===== src/rtl/aes_pkg.sv =====
// Shared AES constants, byte/column/state containers and the column-buffer FSM encoding.
// The state container is indexed st[row][col] so ShiftRows reads as a row rotation.
package aes_pkg;

  localparam int AES_NB     = 4;
  localparam int AES_BYTE_W = 8;

  typedef logic [AES_BYTE_W-1:0] aes_byte_t;

  // One row of the state, indexed by column.
  typedef aes_byte_t [AES_NB-1:0] aes_row_t;
  // One column of the state, indexed by row.
  typedef aes_byte_t [AES_NB-1:0] aes_col_t;
  // Full 128-bit state, indexed [row][col].
  typedef aes_row_t  [AES_NB-1:0] aes_state_t;

  typedef enum logic {
    ST_LOAD  = 1'b0,
    ST_DRAIN = 1'b1
  } aes_colbuf_state_t;

  localparam logic [1:0] CNT_LAST = 2'd3;

endpackage


===== src/rtl/aes_shiftrows_colsel.sv =====
// Combinational ShiftRows column select: row r of output column cnt comes from
// column (cnt + r) mod 4 of the held state.
module aes_shiftrows_colsel
  import aes_pkg::*;
(
  input  aes_state_t st,
  input  logic [1:0] cnt,
  output aes_col_t   col
);

  always_comb begin
    for (int r = 0; r < AES_NB; r++) begin
      // 2-bit sum wraps naturally, giving the mod-4 rotation.
      col[r] = st[r][2'(cnt + 2'(r))];
    end
  end

endmodule


===== src/rtl/aes_shiftrows_colbuf.sv =====
// Per-share column-serial state buffer: loads four columns, then drains the
// ShiftRows-permuted state one column per cycle toward MixColumn.
module aes_shiftrows_colbuf
  import aes_pkg::*;
(
  input  logic       clk,
  input  logic       rst_n,
  input  logic       clear,
  input  logic       in_valid,
  output logic       in_ready,
  input  logic [8:1] in_row1,
  input  logic [8:1] in_row2,
  input  logic [8:1] in_row3,
  input  logic [8:1] in_row4,
  output logic       out_valid,
  input  logic       out_ready,
  output logic [8:1] out_row1,
  output logic [8:1] out_row2,
  output logic [8:1] out_row3,
  output logic [8:1] out_row4,
  output logic [1:0] out_col,
  output logic       out_last
);

  aes_colbuf_state_t state, state_d;
  logic [1:0]        cnt, cnt_d;
  aes_state_t        st, st_d;
  aes_col_t          shifted;
  logic              in_fire;
  logic              out_fire;

  // Handshake qualifiers depend only on the state register.
  assign in_ready  = (state == ST_LOAD);
  assign out_valid = (state == ST_DRAIN);
  assign in_fire   = in_valid & in_ready;
  assign out_fire  = out_valid & out_ready;

  // NOTE: every variable gets its default before any branch, so no latch is inferred.
  always_comb begin
    state_d = state;
    cnt_d   = cnt;
    st_d    = st;
    if (clear) begin
      state_d = ST_LOAD;
      cnt_d   = '0;
      st_d    = '0;
    end else if (in_fire) begin
      st_d[0][cnt] = in_row1;
      st_d[1][cnt] = in_row2;
      st_d[2][cnt] = in_row3;
      st_d[3][cnt] = in_row4;
      cnt_d        = cnt + 2'd1;
      if (cnt == CNT_LAST) state_d = ST_DRAIN;
    end else if (out_fire) begin
      cnt_d = cnt + 2'd1;
      if (cnt == CNT_LAST) begin
        state_d = ST_LOAD;
        // Scrub the share once it has been handed to MixColumn.
        st_d    = '0;
      end
    end
  end

  // NOTE: sequential state uses non-blocking assignments so every register samples pre-edge values.
  always_ff @(posedge clk or negedge rst_n) begin
    if (!rst_n) begin
      state <= ST_LOAD;
      cnt   <= '0;
      // NOTE: the 16-byte buffer is reset too; it is flops, not RAM, and must not leak a share after reset.
      st    <= '0;
    end else begin
      state <= state_d;
      cnt   <= cnt_d;
      st    <= st_d;
    end
  end

  aes_shiftrows_colsel u_colsel (
    .st  (st),
    .cnt (cnt),
    .col (shifted)
  );

  // Outputs are forced to zero outside DRAIN so no stale share data reaches MixColumn.
  assign out_row1 = out_valid ? shifted[0] : '0;
  assign out_row2 = out_valid ? shifted[1] : '0;
  assign out_row3 = out_valid ? shifted[2] : '0;
  assign out_row4 = out_valid ? shifted[3] : '0;
  assign out_col  = out_valid ? cnt : 2'd0;
  assign out_last = out_valid & (cnt == CNT_LAST);

endmodule


===== config.mk =====
export PLATFORM = sky130hd
export DESIGN_NAME = aes_shiftrows_colbuf
export DESIGN_NICKNAME = d
export VERILOG_FILES = /design/src/rtl/aes_pkg.sv /design/src/rtl/aes_shiftrows_colsel.sv /design/src/rtl/aes_shiftrows_colbuf.sv
export SDC_FILE = /design/constraint.sdc
export NUM_CORES = 1
export LEC_CHECK = 0
export ABC_AREA = 0
export BUFFER_PORTS_ARGS = -buffer_cell sky130_fd_sc_hd__buf_4
export CAP_MARGIN = 20
export CORE_MARGIN = 4
export CORE_UTILIZATION = 40
export DETAILED_ROUTE_END_ITERATION = 6
export MAX_ROUTING_LAYER = met4
export PLACE_DENSITY = 0.61
export REMOVE_ABC_BUFFERS = 1
export SLEW_MARGIN = 25
export SYNTH_ARGS = -nofsm -noshare
export SYNTH_HDL_FRONTEND = slang
export SYNTH_SLANG_ARGS = --single-unit

===== constraint.sdc =====
create_clock -name clk -period 3.2 [get_ports clk]
set_clock_uncertainty 0.15 [all_clocks]
set_input_delay 0.32 -clock clk [delete_from_list [all_inputs] [get_ports clk]]
set_output_delay 0.32 -clock clk [all_outputs]
set_load 0.005 [all_outputs]

==> results of run 1 <==
[routing by layer]
| layer | part of all wire | wire [um] |
|---|---|---|
| met5 | 0 | 0 |
| met4 | 0.016 | 242 |
| met3 | 0.060 | 925 |
| met2 | 0.48 | 7330 |
| met1 | 0.45 | 6830 |
[per-stage QoR]
step | hold WS [ns] | total power [mW] | util | std cells | area (um^2)
global placement | 0.192 | 2.16 | 0.466 | 629 | 6570
global route | 0.00406 | 4.40 | 0.526 | 681 | 7410
floorplan | -0.126 | 1.96 | - | 355 | 5560
finish | 0.0138 | 4.25 | 0.526 | 681 | 7410
CTS | 0.000588 | 4.28 | 0.526 | 681 | 7410
detailed placement | 0.199 | 2.17 | 0.466 | 629 | 6570
[state kept, by name, summed over array words and instances, names as in the netlist]
signal     flops
cnt            2
st           128
out_valid      1
[report_power, final]
| group | internal [mW] | total, mW | switching (mW) |
|---|---|---|---|
| clock | 1.36 | 2.09 | 0.729 |
| sequential | 1.72 | 1.76 | 0.0432 |
| combinational | 0.183 | 0.400 | 0.217 |
| total | 3.27 | 4.25 | 0.988 |
[final cells by class]
class                   count  area (um^2)  share of cell area
flip-flops and latches    131         3280               0.442
multi-input cells         221         2310               0.312
repair buffers            114          943               0.127
clock buffers              20          467              0.0629
well taps                 180          225              0.0304
clock inverters            12          179              0.0241
inverters                   3         11.3             0.00152
[how the worst min path moves through the flow]
stage | from | endpoint | slack (ns)
4_1_cts | in_row2[3] | st[34]$_DFFE_PN0P_ | 0.0006
3_3_place_gp | rst_n | st[61]$_DFFE_PN0P_ | 0.19
5_1_grt | in_row4[7] | st[126]$_DFFE_PN0P_ | 0.004
6_report | in_row1[2] | st[25]$_DFFE_PN0P_ | 0.01
3_5_place_dp | rst_n | st[61]$_DFFE_PN0P_ | 0.20
2_1_floorplan | rst_n | cnt[0]$_DFFE_PN0P_ | -0.13
[synth_stat cells (all sizes together)]
cell,n,area share
mux2,1,0.0019
inv,3,0.0019
a31o,1,0.0015
nor2,5,0.0032
clkbuf,4,0.0026
nor3b,1,0.0021
nor3,2,0.0026
mux2i,1,0.0017
a21boi,1,0.0013
ha,4,0.0086
and2,36,0.039
nand2,3,0.0019
a21oi,2,0.0024
dfrtp,131,0.56
a31oi,4,0.0075
buf,35,0.046
mux4,32,0.12
a22o,128,0.19
[critical path, stage by stage (launching register included)]
cell	delay (ns)
dfrtp_1	0.62
inv_1	0.17
ha_1	0.31
buf_4	0.28
mux4_2	0.36
and2_1	0.18
buf_4	0.13
[repair_timing]
item,CTS,global route
endpoints found under the hold margin,73,0
hold buffers,20,0
gates resized for setup,0,0
[logic make-up (layout without fill, tap and decap cells)]
kind of cell    Yosys count  in the layout  share of synthesized area
compound gates          136            136                      0.204
fa+ha+maj                 4              4                    0.00856
buf+inv                  42            149                     0.0507
flops                   131            131                      0.561
mux                      34             34                      0.127
simple gates             47             47                     0.0484
==> reports/summary.txt, run 1 <==
Synthesized area: 5840 um^2
Global Route met3 Usage: 0.0473
# rows: 43
Worst Reg-to-Reg Cells: 4
Pleak: 3.47 nW
Clock insertion delay at the later pin of the skew report: 0.41 ns
#FFs+latches synth: 131
Fillers: 1,166
Vias in the first global route: 4,368
First-pass GRT wire length: 24,800 um
Crit path DAT: 2.48 ns
Slew headroom: 0.514
Synth warnings: 0
Class of the worst hold path: in2reg
Most common cell after layout, fill and taps aside: dfrtp_1
R2r endpoint: st[26]$_DFFE_PN0P_
Diode count: 0
Initial antenna violation count: 0
Chip height: 129 um
Final HPWL DP: 9300 um
Initial Util: 0.415
Worst Max-Slew Pin Slew: 0.729 ns
Crit path from: cnt[1]$_DFFE_PN0P_
Worst Setup Slack, final: 0.252 ns
Final period util: 0.921
CTS H-tree depth: 4
Nets: 529
Max Freq: 0.339 GHz
Final Hold Violating Endpoints: 0
Fin crit period: 2.95 ns
TritonCTS clock tree: built
P per Cell Area: 574 nW/um^2
Maxcap violations: 0
Peak supply drop: 385 uV
Max Buffers Root-to-Sink: 2
Core box area: 14,100 um^2
GR peak layer: met2
Share of the yosys chip area belonging to registers: 0.561
Die area: 16,600 um^2
Setup crit end: out_row2[5]
# setup viols final: 0
Die Width: 129 um
First-pass DRT Iterations: 4
CTS root buffer: clkbuf_16
I/O pin cnt: 74
Flop-to-flop setup slack: 0.71 ns
Layout cells sized above 1: 0.335
R2r startpoint: cnt[1]$_DFFE_PN0P_
Routed vias: 3,972
Synthesized instance count: 394
TritonCTS Buffers: 17
Pre-CTS setup slack: 0.687 ns
CTS Sinks: 131
Post-CTS setup repair buffer count: 0
CP max FO: 17
M1 GR Usage: 0.268
CP Capture Type: output pin
Synth-to-Final Area Change: 26.9%
Post-route ant nets: 0
Worst EP required: 2.73 ns
Most frequent cells in the layout: dfrtp_1, a22o_1, buf_4, and2_1, mux4_2
Critical path class: reg2out
Final Slew Violations: 0
Wirelength per Cell: 22.5 um
Worst setup SP type: register
Post-Route WL: 15,300 um
Status: finished clean
WHS Path Cells: 2
Largest net degree at the start of global routing: 60
Distinct cell type count after synthesis: 24
Post-Route Setup TNS: 0 ns
Post-route DRC violation count: 0
Clock slew at reported path FFs: 0.06 ns
RSZ-0062 raised after global routing: no
Iteration-0 DRC Markers: 336
GRT Overall Usage: 0.202
Number of port buffers: 73
Met2 usage: 0.310
Number of vias per cell: 5.83
Grt ovf: 0
GPL Wtd Cong: 0.770
Syn_area_per_cell: 14.8 um^2
Note: power is estimated with default switching activity, not from simulation.
==> inputs of run 2 (changes only) <==
==> constraint.sdc (replaced) <==
create_clock -name clk -period 3.2 [get_ports clk]
set_clock_uncertainty 0.15 [all_clocks]
set_input_delay 0.48 -clock clk [delete_from_list [all_inputs] [get_ports clk]]
set_output_delay 0.48 -clock clk [all_outputs]
set_load 0.005 [all_outputs]
==> run 2 against run 1 <==
First-iteration DRC count down 21%. Fmax shrank 4.4%. Combinational power decreased by 5.0%. Clock power is 3% lower. Cell area down 3.1%. Non-clock buffer count decreased by 20. Count of clock-buffer cells in the layout rose by 3. Final cell count decreased by 2.9%. Worst setup slack got worse by 0.13 ns. Via count shrank 1.8%. Hold slack better by 0.15 ns. Die area unchanged. Critical path type unchanged. Critical endpoint is now out_row2[4].
==> reports/summary.txt, run 2 (synthesized netlist as in run 1, its figures left out) <==
Status: finished clean
CTS H-tree depth: 4
Final HPWL DP: 9110 um
Crit-path slowest cell: ha_1
Post-route DRC violation count: 0
Routed vias: 3,900
Class of the worst hold path: in2reg
Pre-CTS setup slack: 0.485 ns
Critical path class: reg2out
GPL Wtd Cong: 0.812
CTS Sinks: 131
CP max FO: 17
Crit path DAT: 2.45 ns
Maxcap violations: 0
Largest net degree at the start of global routing: 75
First-pass DRT Iterations: 4
Nets: 509
TritonCTS clock tree: built
Most frequent cells in the layout: dfrtp_1, a22o_1, buf_4, and2_1, mux4_2
Post-route ant nets: 0
Reg with most FFs: st
CTS root buffer: clkbuf_16
CP max stage delay: 0.84 ns
Final Instance Count excl. Fillers: 661
Die area: 16,600 um^2
Worst Max-Slew Pin Slew: 0.824 ns
Design Power: 4.16 mW
GRT Overall Usage: 0.200
Core box area: 14,100 um^2
Max reg flops: 128
Post-route cell area: 7180 um^2
Number of vias per cell: 5.90
Initial Util: 0.415
I/O pin cnt: 74
Chip height: 129 um
Post-Route Setup TNS: 0 ns
Clock insertion delay at the later pin of the skew report: 0.41 ns
Worst setup SP type: register
Most common cell after layout, fill and taps aside: dfrtp_1
Die Width: 129 um
Grt ovf: 0
Final Hold Violating Endpoints: 0
Max Buffers Root-to-Sink: 2
P per Cell Area: 580 nW/um^2
Area post-placement: 6550 um^2
First-pass GRT wire length: 24,400 um
Peak supply drop: 410 uV
Synth-to-Final Area Change: 22.9%
Post-CTS setup repair buffer count: 0
Diode count: 0
Initial antenna violation count: 0
Wirelength per Cell: 22.9 um
Worst EP required: 2.57 ns
CP cell instances: inv_1 > ha_1 > mux4_2 > and2_1 > buf_4
Fin crit period: 3.08 ns
TritonCTS Buffers: 17
CP Capture Type: output pin
Worst Setup Slack, final: 0.117 ns
Max Freq: 0.324 GHz
Layout cells sized above 1: 0.345
RSZ-0062 raised after global routing: no
Number of port buffers: 73
Slew headroom: 0.451
Vias in the first global route: 4,317
Post-Route WL: 15,200 um
Clock slew at reported path FFs: 0.06 ns
# setup viols final: 0
Pleak: 3.39 nW
# rows: 43
Final Slew Violations: 0
Fillers: 1,179
Final period util: 0.963
Iteration-0 DRC Markers: 266
Placed cells: 628
-- run 2: changes by cell type in the layout (fill, tap and decap cells not counted), sizes merged --
| cell | previous run | this run |
|---|---|---|
| clkinv | 2 | 4 |
| clkinvlp | 6 | 2 |
| clkbuf | 20 | 23 |
| dlygate4sd3 | 20 | 1 |
| buf | 94 | 93 |
| bufinv | 4 | 3 |
-- run 2: worst max-delay path, delay by kind of cell, from the launching register on --
family | cells | cell delay, ns
adder cells (fa/ha/maj) | 1 | 0.84
multiplexers | 1 | 0.44
flip-flops | 1 | 0.35
buffers and inverters | 2 | 0.22
AND/OR/NAND/NOR | 1 | 0.18
-- run 2: report_power, final --
part           switching [mW]  total, mW  internal (mW)
registers              0.0350       1.75           1.72
clock network           0.706       2.03           1.32
logic                   0.214      0.380          0.166
-- run 2: what timing repair did --
| item | 4_1_cts | 5_1_grt |
|---|---|---|
| endpoints found under the hold margin | 21 | 0 |
| gates resized for setup | 0 | 0 |
| hold buffers | 1 | 0 |
-- run 2: layout make-up --
type	count	area, um^2	area share
Clock buffer	23	498	0.0693
Clock inverter	9	125	0.0174
Inverter	3	11.3	0.00157
Multi-Input combinational cell	221	2310	0.322
Sequential cell	131	3280	0.457
Tap cell	180	225	0.0314
Timing Repair Buffer	94	733	0.102
-- run 2: stage by stage --
step                      hold slack (ns)   util
final                               0.167  0.509
after floorplan                    0.0344      -
after global routing                0.147  0.509
after global placement              0.240  0.465
after detailed placement            0.245  0.465
after CTS                           0.139  0.509
-- run 2: layer usage --
layer,share of wire,track usage,vias to the layer above
li1,-,-,1689
met1,0.44,0.261,2039
met2,0.49,0.306,156
met3,0.066,0.0560,16
met4,0.011,0.0605,0
met5,0,-,-
-- run 2: worst paths after layout --
kind,startpoint,to,slack [ns],cells past startpoint
setup / recovery,cnt[1]$_DFFE_PN0P_,out_row2[4],0.12,5
min in group asynchronous,rst_n,st[45]$_DFFE_PN0P_,0.34,2
hold / removal,in_row2[5],st[44]$_DFFE_PN0P_,0.17,2
setup reg to reg,cnt[0]$_DFFE_PN0P_,st[20]$_DFFE_PN0P_,0.52,6
hold reg to reg,st[79]$_DFFE_PN0P_,st[79]$_DFFE_PN0P_,0.34,1
max in group asynchronous,rst_n,st[83]$_DFFE_PN0P_,1.79,3
